==> src/rtl/fft_addr_gen.sv <==
// Butterfly address and twiddle sequencer for an in-place radix-2 DIT FFT.
// Optional macro ADDR_GEN_ABORT_EN adds an abort input that returns the sequencer to IDLE.
`timescale 1ns/1ps
module fft_addr_gen #(
  parameter int N_LOG2 = 8,
  parameter int ADDR_W = 8
) (
  input  logic              clk,
  input  logic              reset,
  input  logic              start,
  input  logic [3:0]        stage_in,
  input  logic              stage_done_in,
  input  logic              bf_ready,
`ifdef ADDR_GEN_ABORT_EN
  input  logic              abort,
`endif
  output logic              bf_valid,
  output logic [ADDR_W-1:0] addr_a,
  output logic [ADDR_W-1:0] addr_b,
  output logic [N_LOG2-2:0] tw_idx,
  output logic              stage_strobe,
  output logic              busy,
  output logic              fft_done
);

  localparam int KW = N_LOG2 - 1;

  localparam logic [2:0] S_IDLE   = 3'd0;
  localparam logic [2:0] S_RUN    = 3'd1;
  localparam logic [2:0] S_STROBE = 3'd2;
  localparam logic [2:0] S_CHECK  = 3'd3;
  localparam logic [2:0] S_DONE   = 3'd4;

  localparam logic [3:0]        STAGES = 4'(N_LOG2);
  localparam logic [3:0]        TW_TOP = 4'(N_LOG2 - 1);
  localparam logic [KW-1:0]     K_LAST = '1;
  localparam logic [KW-1:0]     K_ONE  = KW'(1);
  localparam logic [ADDR_W-1:0] A_ONE  = ADDR_W'(1);

  logic [2:0]        state_q, state_d;
  logic [KW-1:0]     k_q, k_d;
  logic              busy_q, busy_d;

  logic              run_ok;
  logic              xfer;
  logic [ADDR_W-1:0] k_ext, half, mask, a_raw, b_raw;
  logic [3:0]        tw_sh;
  logic [KW-1:0]     tw_raw;

  // Operand pair: split k into group (upper bits) and position inside the group.
  always_comb begin
    k_ext  = ADDR_W'(k_q);
    half   = A_ONE << stage_in;
    mask   = half - A_ONE;
    a_raw  = ((k_ext >> stage_in) << (stage_in + 4'd1)) | (k_ext & mask);
    b_raw  = a_raw + half;
    tw_sh  = TW_TOP - stage_in;
    tw_raw = (k_q & KW'(mask)) << tw_sh;
  end

  // An out-of-range stage never presents a butterfly, so RUN simply waits.
  assign run_ok       = (state_q == S_RUN) && (stage_in < STAGES);
  assign xfer         = run_ok && bf_ready;
  assign bf_valid     = run_ok;
  assign addr_a       = run_ok ? a_raw  : '0;
  assign addr_b       = run_ok ? b_raw  : '0;
  assign tw_idx       = run_ok ? tw_raw : '0;
  assign stage_strobe = (state_q == S_STROBE);
  assign fft_done     = (state_q == S_DONE);
  assign busy         = busy_q;

  always_comb begin
    state_d = state_q;
    k_d     = k_q;
    case (state_q)
      S_IDLE: begin
        if (start) begin
          state_d = S_RUN;
          k_d     = '0;
        end
      end
      S_RUN: begin
        if (xfer) begin
          k_d = k_q + K_ONE;
          if (k_q == K_LAST) begin
            state_d = S_STROBE;
          end
        end
      end
      S_STROBE: begin
        state_d = S_CHECK;
      end
      S_CHECK: begin
        if (stage_done_in || (stage_in >= STAGES)) begin
          state_d = S_DONE;
        end else begin
          state_d = S_RUN;
          k_d     = '0;
        end
      end
      S_DONE: begin
        state_d = S_IDLE;
      end
      default: begin
        state_d = S_IDLE;
        k_d     = '0;
      end
    endcase
`ifdef ADDR_GEN_ABORT_EN
    // Abort outranks a transfer in the same cycle.
    if (abort && (state_q != S_IDLE)) begin
      state_d = S_IDLE;
      k_d     = '0;
    end
`endif
    busy_d = (state_d != S_IDLE);
  end

  always_ff @(posedge clk) begin
    if (reset) begin
      state_q <= S_IDLE;
      k_q     <= '0;
      busy_q  <= 1'b0;
    end else begin
      state_q <= state_d;
      k_q     <= k_d;
      busy_q  <= busy_d;
    end
  end

endmodule

==> config.mk <==
export PLATFORM = sky130hd
export DESIGN_NAME = fft_addr_gen
export DESIGN_NICKNAME = d
export VERILOG_FILES = /design/src/rtl/fft_addr_gen.sv
export SDC_FILE = /design/constraint.sdc
export NUM_CORES = 1
export LEC_CHECK = 0
export CORE_MARGIN = 2
export CORE_UTILIZATION = 30
export DETAILED_ROUTE_END_ITERATION = 10
export SYNTH_ARGS = -nofsm -noshare
export SYNTH_HDL_FRONTEND = slang
export SYNTH_SLANG_ARGS = --single-unit
==> constraint.sdc <==
create_clock -name clk -period 4.5 [get_ports clk]
set_input_delay 0.9 -clock clk [delete_from_list [all_inputs] [get_ports clk]]
set_output_delay 0.9 -clock clk [all_outputs]
set_load 0.02 [all_outputs]
Yosys cells after proc, flatten, opt, wreduce, memory -nomap -nowiden:

Index checks and enable logic that the tools add are counted.
Widths: inputs -> output; s select.

* word-level logic and storage cells: 45
* output and inout bits: 27
* bits in registers: 11

* equality and inequality tests: 8
* reductions and logical operators: 7
* bitwise logic cells: 4
* shift operators: 4
* mux-type cells: 12
* add/subtract/negate cells: 5
* magnitude comparators: 2

Operators with widths (count)
* $mux 7: 4
* $pmux 7 s4: 1
* $mux 8: 2
* $mux 3: 4
* $pmux 3 s4: 1
* $add 8x8->8: 1
* $and 7x8->8: 1
* $or 8x8->8: 1
* $shl 1x4->8 const A: 1
* $shl 8x4->8: 1
* $shr 7x4->8: 1
* $sub 8x1->8 const B: 1
* $add 7x1->7 const B: 1
* $and 7x7->7: 1
* $eq 7x7->1 const B: 1
* $shl 7x4->7: 1
* $eq 3x2->1 const B: 2
* $ne 2x2->1 const B: 3
* $add 4x1->4 const B: 1
* $ge 4x4->1 const B: 1
* $lt 4x4->1 const B: 1
* $reduce_and 4->1: 1
* $sub 3x4->4 const A: 1
* $eq 3x1->1 const B: 1
* 7 further kinds: 8

Depth between registers and ports, before layout:

Gate-level depths: netlist of the first run.

* word-level depth: 6
* depth in mapped cells: 18
* depth with buffers taken out: 16

Worst setup path before layout of the first run:

OpenSTA, ideal clock, no wires.

* path kind: input to output
* start point: in stage_in[2]
* end point: out addr_b[6]
* cell stages on the path: 16
* slack: -0.219 ns
* data required time: 3.600 ns
* arrival time: 3.819 ns
* cells stage by stage: buf_6 buf_6 inv_1 ha_1 clkbuf_1 nand2_1 o21ai_0 ha_1 inv_1 fa_1 nor2b_1 o21ai_0 a21oi_1 o21ai_0 nor3b_1 nor3_1

* word-level cells in the longest chain between the ends: 6

RTL lines
* start: declaration: RTL line 11 `input logic [3:0] stage_in,`
* $shl 1x4->8: RTL line 53 `half = A_ONE << stage_in;`
* $sub 8x1->8: RTL line 54 `mask = half - A_ONE;`
* $and 7x8->8: RTL line 55 `a_raw = ((k_ext >> stage_in) << (stage_in + 4'd1)) | (k_ext & mask);`
* $or 8x8->8: RTL line 55
* $add 8x8->8: RTL line 56 `b_raw = a_raw + half;`
* $mux 8 *: RTL line 66 `assign addr_b = run_ok ? b_raw : '0;`
* end: declaration: RTL line 19 `output logic [ADDR_W-1:0] addr_b,`

Every way passes the cells marked *; elsewhere a longest branch is shown, timed or not.

Final worst setup path of the first run:

* start point: in stage_in[3]
* end point: out addr_b[7]

Same word-level chain as after synthesis.

==> summary.md, run 1 <==
| Metric | Value |
|---|---|
| Status | `finished, final reports clean` |
| DR DRC count | `0` |
| CP required | `3.60 ns` |
| Pwr dens | `116 mW/mm²` |
| Worst hold path type | `reg -> reg` |
| TritonRoute pass-1 iters | `4` |
| Die Area | `a little over 0.007 mm²` |
| Max frequency | `223 MHz` |
| Initial Util | `30.9%` |
| Number of nets in the layout | `394` |
| Relative slew margins | `between 70% and 80%` |
| Crit path max fanout | `9` |
| Tcrit/Tclk final | `about 100%` |
| Worst slew pin tran | `0.384 ns` |
| Clk root buf | `clkbuf_8` |
| Standard-cell rows | `29` |
| Final instance area | `between 0.003 and 0.004 mm²` |
| Drt wl/cell | `around 14 µm` |
| Post-Syn Nets | `294` |
| Port Buffers | `35` |
| Number of synthesized flops with an enable pin | `0` |
| Syn Area/Cell | `between 7 and 8 µm²` |
| R2r setup slk | `2.85 ns` |
| CTS Buf Count | `3` |
| Pleak | `0.00137 µW` |
| RR Startpoint | `state_q[0]` |
| CP Capture Point | `addr_b[7]` |
| Clk Latency, worst-skew pair | `0.23 ns` |
| Max Cap Viol | `0` |
| Htree depth | `1` |
| Met1 Use GR | `between 20% and 30%` |
| Clock tree sinks | `11` |
| Avg Vias per Cell | `between 5 and 6` |
| Largest net degree at the start of global routing | `17` |
| Area of the mapped netlist | `0.00196 mm²` |
| Fin util | `about 50%` |
| Slew Viols, Final | `0` |
| Post-synth top flop | `dfxtp_1` |
| Number of DRC markers in iteration 0 | `112` |
| Worst-case vdd ir drop | `around 0.15 mV` |
| First-pass GRT wire length | `9520 µm` |
| Number of global-route vias before repair | `between 2000 and 2500` |
| RSZ-0062 raised after global routing | `true` |
| Commonest non-fill, non-tap cell in the layout | `buf_4` |
| DRT antenna net count | `0` |
| Met2 usage | `26.9%` |
| WS Path Type | `in -> out` |
| #FFs+latches synth | `11` |
| Crit path time final | `4.49 ns` |
| CORE AREA | `0.00635 mm²` |
| Die Span Y | `about 85 µm` |
| Seq/Total Area, Yosys | `11.2%` |
| CTS Hold Buffers Added | `0` |
| Overall routed net length | `6190 µm` |
| Final Hold Vio Count | `0` |
| Most frequent cells in the layout | `buf_4 (75), nor2_1 (25), clkdlybuf4s50_1 (25)` |
| Die span in x | `~85 µm` |
| CTS max path bufs | `2` |
| Final setup violating endpoints | `0` |
| Initial antenna violation count | `0` |
| Worst reg2reg path endpoint | `state_q[0]` |
| Via Count | `2257` |
| Fillcell total | `623` |
| Setup crit end kind | `output pin` |
| CTS tree | `done` |
| GRT overflow | `0` |
| Unique cell type count in the Yosys netlist | `64` |
| Crit. Startpoint | `stage_in[3]` |
| Num ports | `36` |
| Post-Syn Instances | `269` |
| Global Route Usage Sum | `roughly 16%` |
| N_diodes | `0` |
| GR Util met3 | `0.486%` |
| CTS clk-pin slew, worst paths | `0.05 ns` |
| Synth warn | `0` |
| Layout cell share with drive strength beyond 1 | `around two fifths` |
| Worst Path Arrival | `3.59 ns` |
| DP Area | `between 0.002 and 0.003 mm²` |
| Area Growth Syn to Fin | `62.0%` |
| Worst reg-to-reg path cell count | `6` |
| Grt peak-use layer | `met2` |
| Post-DP HPWL | `about 4700 µm` |
| Type of origin of the critical path | `input port` |
| GPL Wtd Cong | `0.878` |
| Async S/R FF share, synth | `0%` |
| Final Skew | `~0.0012 ns` |
==> synthesized netlist by cell type, types with 3 or more instances <==
| cell | instances | area share (%) |
|---|---|---|
| clkbuf_1 | 6 | 1.1 |
| or3_1 | 3 | 0.96 |
| xor2_1 | 9 | 4.0 |
| a211o_1 | 3 | 1.3 |
| dfxtp_1 | 11 | 11 |
| buf_6 | 4 | 2.3 |
| xnor2_1 | 4 | 1.8 |
| inv_1 | 15 | 2.9 |
| nand4_1 | 3 | 0.96 |
| o22ai_1 | 3 | 0.96 |
| nor3_1 | 7 | 1.8 |
| ha_1 | 15 | 9.6 |
| buf_2 | 7 | 1.8 |
| nor2_1 | 28 | 5.4 |
| a21oi_1 | 14 | 3.6 |
| o21ai_0 | 9 | 2.3 |
| and3_1 | 5 | 1.6 |
| o211ai_1 | 4 | 1.5 |
| nand3_1 | 9 | 2.3 |
| mux2i_1 | 9 | 4.6 |
| a22oi_1 | 4 | 1.5 |
| nand2_1 | 20 | 3.8 |
| nand2b_1 | 8 | 2.6 |
| nor3b_1 | 3 | 1.1 |
| and2_1 | 9 | 2.9 |
| inv_2 | 3 | 0.57 |
| nor2b_1 | 8 | 2.6 |
| o21a_1 | 3 | 1.1 |
==> layout make-up <==
class / instances / area (µm²) / area share [%]
tap: 77 / 96.3 / 3.04
multi-input combinational: 221 / 1780 / 56.1
sequential: 11 / 220 / 6.94
timing repair buffer: 114 / 965 / 30.4
inverter: 18 / 67.6 / 2.13
clock buffer: 4 / 45.0 / 1.42
==> where the power goes <==
part | switching [µW] | leakage [µW] | internal, µW
sequential | 2.75 | 0.0000894 | 100
clock | 35.8 | 0.0000228 | 62.1
combinational | 85.8 | 0.00126 | 81.6
total | 124 | 0.00137 | 244
==> metal layers <==
layer / part of all wire (%) / routed length (µm) / vias to the layer above
met3: 4.2 / 259 / 6
met5: 0 / 0 / -
met1: 46 / 2850 / 1049
met4: 0.74 / 46 / 0
met2: 49 / 3040 / 55
li1: - / - / 1147
==> cells by family after synthesis <==
| group | after synthesis | synth area share [%] |
|---|---|---|
| compound gates | 64 | 24.3 |
| xor+xnor | 14 | 6.64 |
| fa+ha+maj | 16 | 10.6 |
| buf+inv | 37 | 9.45 |
| flops | 11 | 11.2 |
| mux | 11 | 5.75 |
| simple gates | 116 | 32.1 |
==> metrics by stage <==
stage / hold WS [ns] / worst slack [ns] / instances / power [µW] / setup TNS, ns
6_report: 0.570 / 0.00905 / 445 / 368 / 0
5_1_grt: 0.641 / -0.0806 / 445 / 389 / -0.106
4_1_cts: 0.565 / -0.119 / 435 / 350 / -0.119
3_5_place_dp: 0.557 / -1.08 / 429 / 248 / -5.89
3_3_place_gp: 0.559 / -1.03 / 429 / 246 / -5.36
2_1_floorplan: 0.497 / 0.00237 / 269 / 187 / 0
==> flip-flops by register name, summed over array words and instances (netlist names) <==
register  flops
k_q           7
busy          1
state_q       3
==> worst max-delay path, stage by stage <==
cell and delay, ns:
dlygate4sd2_1 0.26, buf_12 0.14, buf_4 0.15, nand2b_4 0.15
o22ai_4 0.23, nor2_4 0.07, and2_4 0.16, o31ai_4 0.28
ha_4 0.27, a21oi_4 0.17, a2bb2oi_4 0.17, a21oi_2 0.08
xnor2_1 0.20, xnor2_1 0.14, nor2_1 0.06, buf_4 0.15
==> worst min-delay path by stage <==
stage	slack, ns	from	endpoint	depth (start not counted)
detailed placement	0.56	state_q[2]	state_q[0]	1
floorplan	0.50	state_q[2]	state_q[0]	1
global route	0.64	state_q[2]	state_q[0]	1
finish	0.57	state_q[2]	state_q[0]	1
global placement	0.56	state_q[2]	state_q[0]	1
CTS	0.56	state_q[2]	state_q[0]	1
==> repair_timing <==
item	in CTS	in global routing
endpoints found under the setup margin	15	6
pin swaps	11	21
setup buffers	2	10
gates resized for setup	48	41
No activity file was read; power rests on OpenSTA's default activity.
==> run 2: changes to the inputs <==
--- a/config.mk
+++ b/config.mk
@@ -5,9 +5,12 @@
 export SDC_FILE = /design/constraint.sdc
 export NUM_CORES = 1
 export LEC_CHECK = 0
+export CELL_PAD_IN_SITES_DETAIL_PLACEMENT = 2
+export CELL_PAD_IN_SITES_GLOBAL_PLACEMENT = 2
 export CORE_MARGIN = 2
-export CORE_UTILIZATION = 30
+export CORE_UTILIZATION = 27
 export DETAILED_ROUTE_END_ITERATION = 10
+export PLACE_DENSITY_LB_ADDON = 0.1
 export SYNTH_ARGS = -nofsm -noshare
 export SYNTH_HDL_FRONTEND = slang
 export SYNTH_SLANG_ARGS = --single-unit
==> summary.md, run 2 (synthesis gave the netlist of run 1 again) <==
| Metric | Value |
|---|---|
| DR DRC count | `0 (unchanged)` |
| Type of origin of the critical path | `input port` |
| Num ports | `36 (unchanged)` |
| Setup crit end kind | `output pin` |
| CTS clk-pin slew, worst paths | `0.05 ns (about the same)` |
| DRT antenna net count | `0 (unchanged)` |
| Die Span Y | `89.2 µm (+5.2%)` |
| Sequential share of power | `24.7% (-3.2 points)` |
| Clock tree sinks | `11 (unchanged)` |
| Int Pwr | `262 µW (+7.6%)` |
| Final Skew | `0.00392 ns (+0.00275 ns)` |
| Layout cell share with drive strength beyond 1 | `46.3% (+8.0 points)` |
| CTS Hold Buffers Added | `0 (unchanged)` |
| Final Hold Vio Count | `0 (unchanged)` |
| Met1 Use GR | `27.7% (+5.2 points)` |
| Standard-cell rows | `31 (+6.9%)` |
| Failing checks | `negative setup slack` |
| Most frequent cells in the layout | `buf_4 (93), clkdlybuf4s50_1 (24), nor2_1 (22)` |
| Grt peak-use layer | `met2` |
| Clk root buf | `clkbuf_8` |
| Slew Viols, Final | `0 (unchanged)` |
| Max Cap Viol | `0 (unchanged)` |
| Number of nets in the layout | `415 (+5.3%)` |
| Global Route Usage Sum | `22.4% (+6.6 points)` |
| Port Buffers | `35 (unchanged)` |
| Pleak | `0.00150 µW (+9.9%)` |
| Pwr dens | `118 mW/mm² (+2.1%)` |
| CTS Buf Count | `3 (unchanged)` |
| DP Area | `0.00290 mm² (+3.2%)` |
| Area Growth Syn to Fin | `79.7%` |
| TritonRoute pass-1 iters | `4 (unchanged)` |
| Initial Util | `27.5% (-3.4 points)` |
| Met2 usage | `42.4% (+16 points)` |
| Initial antenna violation count | `0 (unchanged)` |
| First-pass GRT wire length | `13600 µm (+43%)` |
| Worst slew pin tran | `0.432 ns (+0.0478 ns)` |
| Final Worst Setup Slack | `-0.140 ns (-0.149 ns)` |
| Number of global-route vias before repair | `2577 (+25%)` |
| Die span in x | `89.2 µm (+5.2%)` |
| Total net switching power | `155 µW (+24%)` |
| Tcrit/Tclk final | `103% (+3.3 points)` |
| Largest register FFs | `7 (unchanged)` |
| Clk Latency, worst-skew pair | `0.23 ns (about the same)` |
| GR Util met3 | `0.923% (+0.44 points)` |
| Relative slew margins | `71.0% (-3.2 points)` |
| CP required | `3.60 ns (about the same)` |
| Avg Vias per Cell | `5.26 (+3.8%)` |
| Reg with most FFs | `k_q` |
| Drt wl/cell | `22.4 µm (+61%)` |
| Setup_tns | `-0.140 ns (-0.140 ns)` |
| Worst Path Arrival | `3.74 ns (+0.15 ns)` |
| GRT overflow | `0 (unchanged)` |
| CTS max path bufs | `2 (unchanged)` |
| Sequential cell area | `220 µm² (unchanged)` |
| Overall routed net length | `10900 µm (+76%)` |
| Switching share of power | `37.1% (+3.3 points)` |
| WS Path Type | `in -> out` |
| Crit path max fanout | `4 (-5)` |
| CORE AREA | `0.00714 mm² (+12%)` |
| Commonest non-fill, non-tap cell in the layout | `buf_4` |
| Number of DRC markers in iteration 0 | `57 (-49%)` |
| Die Area | `0.00795 mm² (+11%)` |
| Post-DP HPWL | `6500 µm (+39%)` |
| GPL Wtd Cong | `0.823 (-6.3%)` |
| Status | `complete, but fails checks` |
| Crit path time final | `4.64 ns (+0.149 ns)` |
| Comb pwr share | `51.9% (+6.4 points)` |
| Multi-input combinational cell area | `0.00193 mm² (+8.6%)` |
| Place WS | `-1.22 ns (-0.135 ns)` |
| Htree depth | `1 (unchanged)` |
| CTS tree | `done` |
| RSZ-0062 raised after global routing | `true` |
| Worst-case vdd ir drop | `0.149 mV (-0.22%)` |
| Final setup violating endpoints | `1 (+1)` |
| Max frequency | `216 MHz (-3.2%)` |
| N_diodes | `0 (unchanged)` |
| Fillcell total | `820 (+32%)` |
| Fin util | `49.3% (-0.66 points)` |
| Largest net degree at the start of global routing | `12 (-5)` |
| Final instance area | `0.00352 mm² (+11%)` |
| Worst hold path type | `reg -> reg` |
| Proportion of power drawn by the clock network | `23.5% (-3.1 points)` |
| Via Count | `2569 (+14%)` |
## run 2: final timing paths
kind,cells after the start,startpoint,end,slack [ns]
setup / recovery,15,stage_in[0],addr_b[7],-0.14
hold / removal,1,state_q[2],state_q[0],0.60
setup reg to reg,7,state_q[0],state_q[0],2.62
hold reg to reg,1,state_q[2],state_q[0],0.60
## run 2: layer usage
layer	vias up	routed length, µm
li1	1187	-
met1	1311	4450
met2	53	5960
met3	18	265
met4	0	240
met5	-	0
## run 2: critical path, cell delays in order
cell and delay (ns):
buf_2 0.14, buf_2 0.16, or3_1 0.36, o22ai_2 0.17, nor2_2 0.11, and2_1 0.20
o31ai_4 0.25, ha_4 0.26, a21oi_1 0.25, a2bb2oi_2 0.22, a21oi_2 0.10, xnor2_2 0.21
xnor2_1 0.18, nor2_1 0.07, buf_4 0.16
## run 2: repair_timing
action	in CTS	in global routing
pin swaps	25	21
gates resized for setup	83	46
setup endpoints to repair	17	10
cloned	0	1
buffers inserted	12	10
## run 2: layout make-up
type                            count  share of cell area [%]
Clock buffer                        4                    1.28
Inverter                           18                    2.06
Multi-Input combinational cell    221                    54.9
Sequential cell                    11                    6.25
Tap cell                           99                    3.52
Timing Repair Buffer              135                    32.0
## run 2: power groups by stage
stage,logic (µW),registers [µW],clock network [µW]
2_1_floorplan,83.0,104,0
3_3_place_gp,150,104,0
3_5_place_dp,155,104,0
4_1_cts,177,102,103
5_1_grt,229,103,104
6_report,216,103,97.7
## run 2: through the flow
step	hold WS [ns]	instances	power (µW)
global route	0.632	488	435
global placement	0.564	461	254
detailed placement	0.584	461	260
floorplan	0.497	269	187
finish	0.603	488	417
CTS	0.593	477	383
